File: src/rtl/scic_control_unit.sv
// Multi-cycle fetch/decode/execute sequencer for the SCIC accumulator processor.
// Registered state; every datapath strobe is decoded combinationally from state and opcode.
module scic_control_unit #(
    parameter int OPCODE_W = 4,
    parameter int STATE_W  = 3
) (
    input  logic                clock,
    input  logic                reset,
    input  logic                run,
    input  logic [OPCODE_W-1:0] opcode,
    input  logic                acc_zero,
    input  logic                acc_neg,
    output logic                mar_sel,
    output logic                mar_load,
    output logic                mem_read,
    output logic                mem_write,
    output logic                ir_load,
    output logic                pc_inc,
    output logic                pc_load,
    output logic                acc_load,
    output logic [1:0]          acc_src,
    output logic [1:0]          alu_op,
    output logic                led_load,
    output logic                illegal,
    output logic                halted,
    output logic [STATE_W-1:0]  state
);

    localparam logic [STATE_W-1:0] S_IDLE       = STATE_W'(0);
    localparam logic [STATE_W-1:0] S_FETCH_ADDR = STATE_W'(1);
    localparam logic [STATE_W-1:0] S_FETCH_READ = STATE_W'(2);
    localparam logic [STATE_W-1:0] S_DECODE     = STATE_W'(3);
    localparam logic [STATE_W-1:0] S_EXEC_ADDR  = STATE_W'(4);
    localparam logic [STATE_W-1:0] S_EXEC_MEM   = STATE_W'(5);
    localparam logic [STATE_W-1:0] S_EXEC_WB    = STATE_W'(6);
    localparam logic [STATE_W-1:0] S_HALT       = STATE_W'(7);

    localparam logic [OPCODE_W-1:0] OP_NOP   = OPCODE_W'(4'h0);
    localparam logic [OPCODE_W-1:0] OP_LOAD  = OPCODE_W'(4'h1);
    localparam logic [OPCODE_W-1:0] OP_STORE = OPCODE_W'(4'h2);
    localparam logic [OPCODE_W-1:0] OP_ADD   = OPCODE_W'(4'h3);
    localparam logic [OPCODE_W-1:0] OP_SUB   = OPCODE_W'(4'h4);
    localparam logic [OPCODE_W-1:0] OP_AND   = OPCODE_W'(4'h5);
    localparam logic [OPCODE_W-1:0] OP_JMP   = OPCODE_W'(4'h6);
    localparam logic [OPCODE_W-1:0] OP_JZ    = OPCODE_W'(4'h7);
    localparam logic [OPCODE_W-1:0] OP_JN    = OPCODE_W'(4'h8);
    localparam logic [OPCODE_W-1:0] OP_OUT   = OPCODE_W'(4'h9);
    localparam logic [OPCODE_W-1:0] OP_IN    = OPCODE_W'(4'hA);
    localparam logic [OPCODE_W-1:0] OP_HALT  = OPCODE_W'(4'hF);

    localparam logic [1:0] SRC_MEM = 2'b00;
    localparam logic [1:0] SRC_ALU = 2'b01;
    localparam logic [1:0] SRC_SW  = 2'b10;

    localparam logic [1:0] ALU_ADD = 2'b00;
    localparam logic [1:0] ALU_SUB = 2'b01;
    localparam logic [1:0] ALU_AND = 2'b10;

    logic [STATE_W-1:0] state_q;
    logic [STATE_W-1:0] state_d;
    logic               is_mem_op;
    logic               is_store;
    logic [STATE_W-1:0] boundary_next;

    assign is_mem_op = (opcode == OP_LOAD) || (opcode == OP_STORE) ||
                       (opcode == OP_ADD)  || (opcode == OP_SUB)   ||
                       (opcode == OP_AND);
    assign is_store  = (opcode == OP_STORE);

    // Dropping run only stops the machine at an instruction boundary.
    assign boundary_next = run ? S_FETCH_ADDR : S_IDLE;

    // NOTE: every variable gets a default at the top of the always_comb so no path infers a latch.
    always_comb begin
        state_d = state_q;
        case (state_q)
            S_IDLE:       state_d = run ? S_FETCH_ADDR : S_IDLE;
            S_FETCH_ADDR: state_d = S_FETCH_READ;
            S_FETCH_READ: state_d = S_DECODE;
            S_DECODE: begin
                if (opcode == OP_HALT) begin
                    state_d = S_HALT;
                end else if (is_mem_op) begin
                    state_d = S_EXEC_ADDR;
                end else begin
                    state_d = boundary_next;
                end
            end
            S_EXEC_ADDR:  state_d = S_EXEC_MEM;
            S_EXEC_MEM:   state_d = is_store ? boundary_next : S_EXEC_WB;
            S_EXEC_WB:    state_d = boundary_next;
            S_HALT:       state_d = S_HALT;
            default:      state_d = S_IDLE;
        endcase
    end

    // NOTE: state registers use non-blocking assignments so all flops update together at the edge.
    always_ff @(posedge clock or negedge reset) begin
        if (!reset) begin
            state_q <= S_IDLE;
        end else begin
            state_q <= state_d;
        end
    end

    always_comb begin
        mar_sel   = 1'b0;
        mar_load  = 1'b0;
        mem_read  = 1'b0;
        mem_write = 1'b0;
        ir_load   = 1'b0;
        pc_inc    = 1'b0;
        pc_load   = 1'b0;
        acc_load  = 1'b0;
        acc_src   = SRC_MEM;
        alu_op    = ALU_ADD;
        led_load  = 1'b0;
        illegal   = 1'b0;
        halted    = 1'b0;
        case (state_q)
            S_FETCH_ADDR: begin
                mar_sel  = 1'b0;
                mar_load = 1'b1;
            end
            S_FETCH_READ: begin
                mem_read = 1'b1;
                ir_load  = 1'b1;
                pc_inc   = 1'b1;
            end
            S_DECODE: begin
                case (opcode)
                    OP_JMP: pc_load  = 1'b1;
                    OP_JZ:  pc_load  = acc_zero;
                    OP_JN:  pc_load  = acc_neg;
                    OP_OUT: led_load = 1'b1;
                    OP_IN: begin
                        acc_load = 1'b1;
                        acc_src  = SRC_SW;
                    end
                    OP_NOP, OP_LOAD, OP_STORE, OP_ADD, OP_SUB, OP_AND, OP_HALT: ;
                    default: illegal = 1'b1;
                endcase
            end
            S_EXEC_ADDR: begin
                mar_sel  = 1'b1;
                mar_load = 1'b1;
            end
            S_EXEC_MEM: begin
                mem_write = is_store;
                mem_read  = !is_store;
            end
            S_EXEC_WB: begin
                acc_load = 1'b1;
                case (opcode)
                    OP_ADD: begin
                        acc_src = SRC_ALU;
                        alu_op  = ALU_ADD;
                    end
                    OP_SUB: begin
                        acc_src = SRC_ALU;
                        alu_op  = ALU_SUB;
                    end
                    OP_AND: begin
                        acc_src = SRC_ALU;
                        alu_op  = ALU_AND;
                    end
                    default: acc_src = SRC_MEM;
                endcase
            end
            S_HALT:  halted = 1'b1;
            default: ;
        endcase
    end

    assign state = state_q;

endmodule

File: config.mk
export PLATFORM = sky130hd
export DESIGN_NAME = scic_control_unit
export DESIGN_NICKNAME = d
export VERILOG_FILES = /design/src/rtl/scic_control_unit.sv
export SDC_FILE = /design/constraint.sdc
export NUM_CORES = 1
export LEC_CHECK = 0
export CAP_MARGIN = 10
export CELL_PAD_IN_SITES_DETAIL_PLACEMENT = 1
export CELL_PAD_IN_SITES_GLOBAL_PLACEMENT = 2
export CORE_AREA = 2 2 48 61
export CTS_CLUSTER_DIAMETER = 120
export CTS_CLUSTER_SIZE = 16
export DETAILED_ROUTE_END_ITERATION = 12
export DIE_AREA = 0 0 50 63
export PLACE_DENSITY_LB_ADDON = 0.1
export SYNTH_ARGS = -nofsm -noshare
export SYNTH_HDL_FRONTEND = slang
export SYNTH_SLANG_ARGS = --single-unit
File: constraint.sdc
create_clock -name clock -period 1.5 [get_ports clock]
set_input_delay 0.225 -clock clock [delete_from_list [all_inputs] [get_ports clock]]
set_output_delay 0.225 -clock clock [all_outputs]
set_load 0.1 [all_outputs]
# Yosys cells after proc, flatten, opt, wreduce, memory -nomap -nowiden
# Index checks and enable logic that the tools add are counted.
dict set report totals {
  output_inout_bits 18
  register_bits 3
  in_bits 9
  wordCells 54
}
dict set report op_classes {
  reduce_logical 11
  eq_ne 18
  muxes 24
}
# op count
set op_table {}
lappend op_table {{$pmux 3 s7} 1}
lappend op_table {{$eq 4x3->1 const B} 4}
lappend op_table {{$eq 4x4->1 const B} 4}
lappend op_table {{$mux 1} 13}
lappend op_table {{$eq 3x3->1 const B} 4}
lappend op_table {{$reduce_or 12->1} 1}
lappend op_table {{$mux 3} 3}
lappend op_table {{$eq 4x2->1 const B} 2}
lappend op_table {{$pmux 2 s2} 2}
lappend op_table {{$eq 3x2->1 const B} 2}
lappend op_table {{$eq 4x1->1 const B} 1}
lappend op_table {{$logic_not 4->1} 1}
lappend op_table {{$logic_or 1x1->1} 4}
lappend op_table {{$mux 2} 2}
lappend op_table {{$pmux 1 s2} 2}
lappend op_table {{$reduce_or 2->1} 2}
lappend op_table {{$eq 3x1->1 const B} 1}
lappend op_table {{$logic_not 3->1} 1}
lappend op_table {{$pmux 1 s3} 1}
lappend op_table {{$reduce_or 3->1} 1}
lappend op_table {{$logic_not 1->1} 1}

# Logic depth before layout (Yosys ltp)
dict set report logic_depth {
  ltp_word 8
  mapped_depth 5
  mapped_depth_nobuf 3
}

# Least setup slack after synthesis
# No wires, ideal clock.
dict set report synth_path {
  path_type {register -> output}
  start {register state_q[1], in the netlist state[1]}
  end {output led_load}
  arrival_ps 4329
  n_path_buf 1
  path_slack_ps -3054
  required_ps 1275
  path_stages_with_launch 4
  path_cell_list {dfrtp_1 -> clkbuf_1 -> nand4b_1 -> nor4_1}
}
dict set report synth_via {
  elab_chain_cells 2
}
# element line_no
set synth_lines {}
lappend synth_lines {{start, declared} 59} ;# logic [STATE_W-1:0] state_q;
lappend synth_lines {{start signal, assigned} 102} ;# state_q <= state_d;
lappend synth_lines {{$eq 3x2->1} 120} ;# case (state_q)
lappend synth_lines {{$mux 1} 120}
lappend synth_lines {{end, declared} 23} ;# output logic led_load,
# No other way between the ends.

# Final worst setup path
dict set report layout_path {
  start {register state_q[2], in the netlist state[2]}
  end {output led_load}
}
# Same word-level chain as after synthesis.

==> impl_metrics.ini <==
[logic_synthesis]
synth_ff_type = dfrtp_1
yosys_warnings = 0
post_synth.cell_area_avg_um2 = 7.22
synth_most_common_cell = nand2_1
synth-seq-area-share_pct = 16.8
synth_area_um2 = 448
ys_types = 35
synth-edff-count = 0
synth.area.top_cells = dfrtp_1, o2111ai_1, nand2b_1, buf_6, a21oi_1
syn-num-nets = 71
synthCells = 62
synth_top_cell_by_area = dfrtp_1
ys_ff_latch = 3
synth_top_area_share_pct = 16.8
async_reset_ff_share_pct = 100

[clock_network]
cts.clk_slew.worst_paths_ps = 40
htreeDepth = 1
hold_buffers = 0
cts_root_buffer = clkbuf_4
clkSinkCount = 3
cts_buffer_depth = 2
clk_latency_ps = 240
cts_inserted_buffers = 3
cts_tree = done

[timing]
slew_viol_final = 0
rsz0062_at_grt = true
hold_viol_final = 0
fin_ws_ps = -225
setup_viol = 15
slew_headroom_pct = 80.0
fin_skew_ps = 0.661
worst_pin_slew_ps = 300
hold_ws_ps = 164
fmax_ghz = 0.580
period_minus_slack_ps = 1720
fin_crit_sh_pct = 115

[route]
drtIter0Drc = 5
drc = 0
routedWlPerCell_um = 14.9
vias = 679
wl_um = 2180
via_per_inst = 4.62
drt-pass1-iter-count = 3
ant_nets = 0

[place]
portBuffers = 26
dpl_cell_area_um2 = 1160
place_congestion = 0.726
dp_hpwl_um = 1620
dp_slack_ps = -521

[grt]
grt_util_all_layers_pct = 14.4
antenna_found_initial = 0
grt_pass1_wl_um = 3490
grt_overflow = 0
grt_pass1_vias = 727
grt_max_degree = 11

[layout]
num-nets-final = 123
fillerInstances = 287
largest_register_ffs = 3
final_area_um2 = 1310
drive_gt1_share_pct = 71.7
antennaDiodeCount = 0
synthToLayoutAreaGrowth_pct = 192

[run]
maxCapViolations = 0

[setup_path]
r2r_start = state[2]
crit_path_start_kind = flip-flop
reg2reg_to = state[0]
r2r_slack_ps = 50
end_kind = output port
worstPathRequired_ps = 1270
rr_worst_depth = 6
arrival_ps = 1500
crit_fanout = 7
path_class = reg -> out

[die]
start_util_pct = 17.2
die_y_um = 63
die_x_um = 50
ios = 27
dieArea_um2 = 3150
core_um2 = 2600
rows = 21

[run_status]
violations = setup timing
outcome = finished with violations

[min_path]
min_path_type = in -> async
## logic make-up (layout without fill, tap and decap cells)
kind of cell    after synthesis  after routing  share of synthesized area [%]
mux                           1              1                           2.51
simple gates                 28             28                           37.2
buf+inv                      12             63                           14.2
compound gates               17             17                           27.4
flops                         3              3                           16.8
xor+xnor                      1              1                           1.96
## cell type report
type	count	area, um2	area share (%)
timing repair buffer	55	664	50.8
sequential	3	86.3	6.60
inverter	4	15.0	1.15
clock buffer	4	26.3	2.01
multi-input combinational	47	474	36.2
tap	34	42.5	3.25
## stage by stage
step	setup TNS, ps	std cells	util, %
3_3_place_gp	-5110	134	44.4
6_report	-2310	147	50.3
2_1_floorplan	-7790	62	-
4_1_cts	-2540	141	47.6
3_5_place_dp	-5260	134	44.4
5_1_grt	-2990	147	50.3
## worst max-delay path, cell delays in order, from the launching register on
cell,delay [ps]
dfrtp_4,510
nand4b_1,200
buf_6,150
nor4_4,180
buf_12,210
## placed cells by master, fill, tap and decap left out, drive strengths merged, types with 2 or more instances in the layout
master	synthesis	layout
dfrtp	3	3
buf	4	50
nor4b	2	2
clkbuf	4	4
o2111ai	3	3
a21oi	4	4
clkdlybuf4s50	0	4
inv	4	4
nand2b	4	4
nor2	4	4
nand2	5	5
o21ai	2	2
nor4	3	3
## what timing repair did
item / CTS / global route
pin swaps: 7 / 2
buffers inserted: 3 / 6
resized for setup: 25 / 5
setup endpoints to repair: 18 / 16
## routing by layer
metal	share of wire [%]	global-route usage, %
met4	1.4	6.25
met1	37	15.9
met2	57	26.2
met3	4.3	2.39
met5	0	0
## worst max-delay path by stage
stage / start / to / depth (start not counted)
after floorplan: state[0] / alu_op[0] / 3
after global placement: opcode[0] / mem_read / 5
after detailed placement: opcode[0] / mem_write / 5
after CTS: state[2] / led_load / 4
after global routing: state[2] / led_load / 4
final: state[2] / led_load / 4
Power is not shown: default switching activity piles up to over one toggle a cycle in this logic, so the estimate is an artifact.
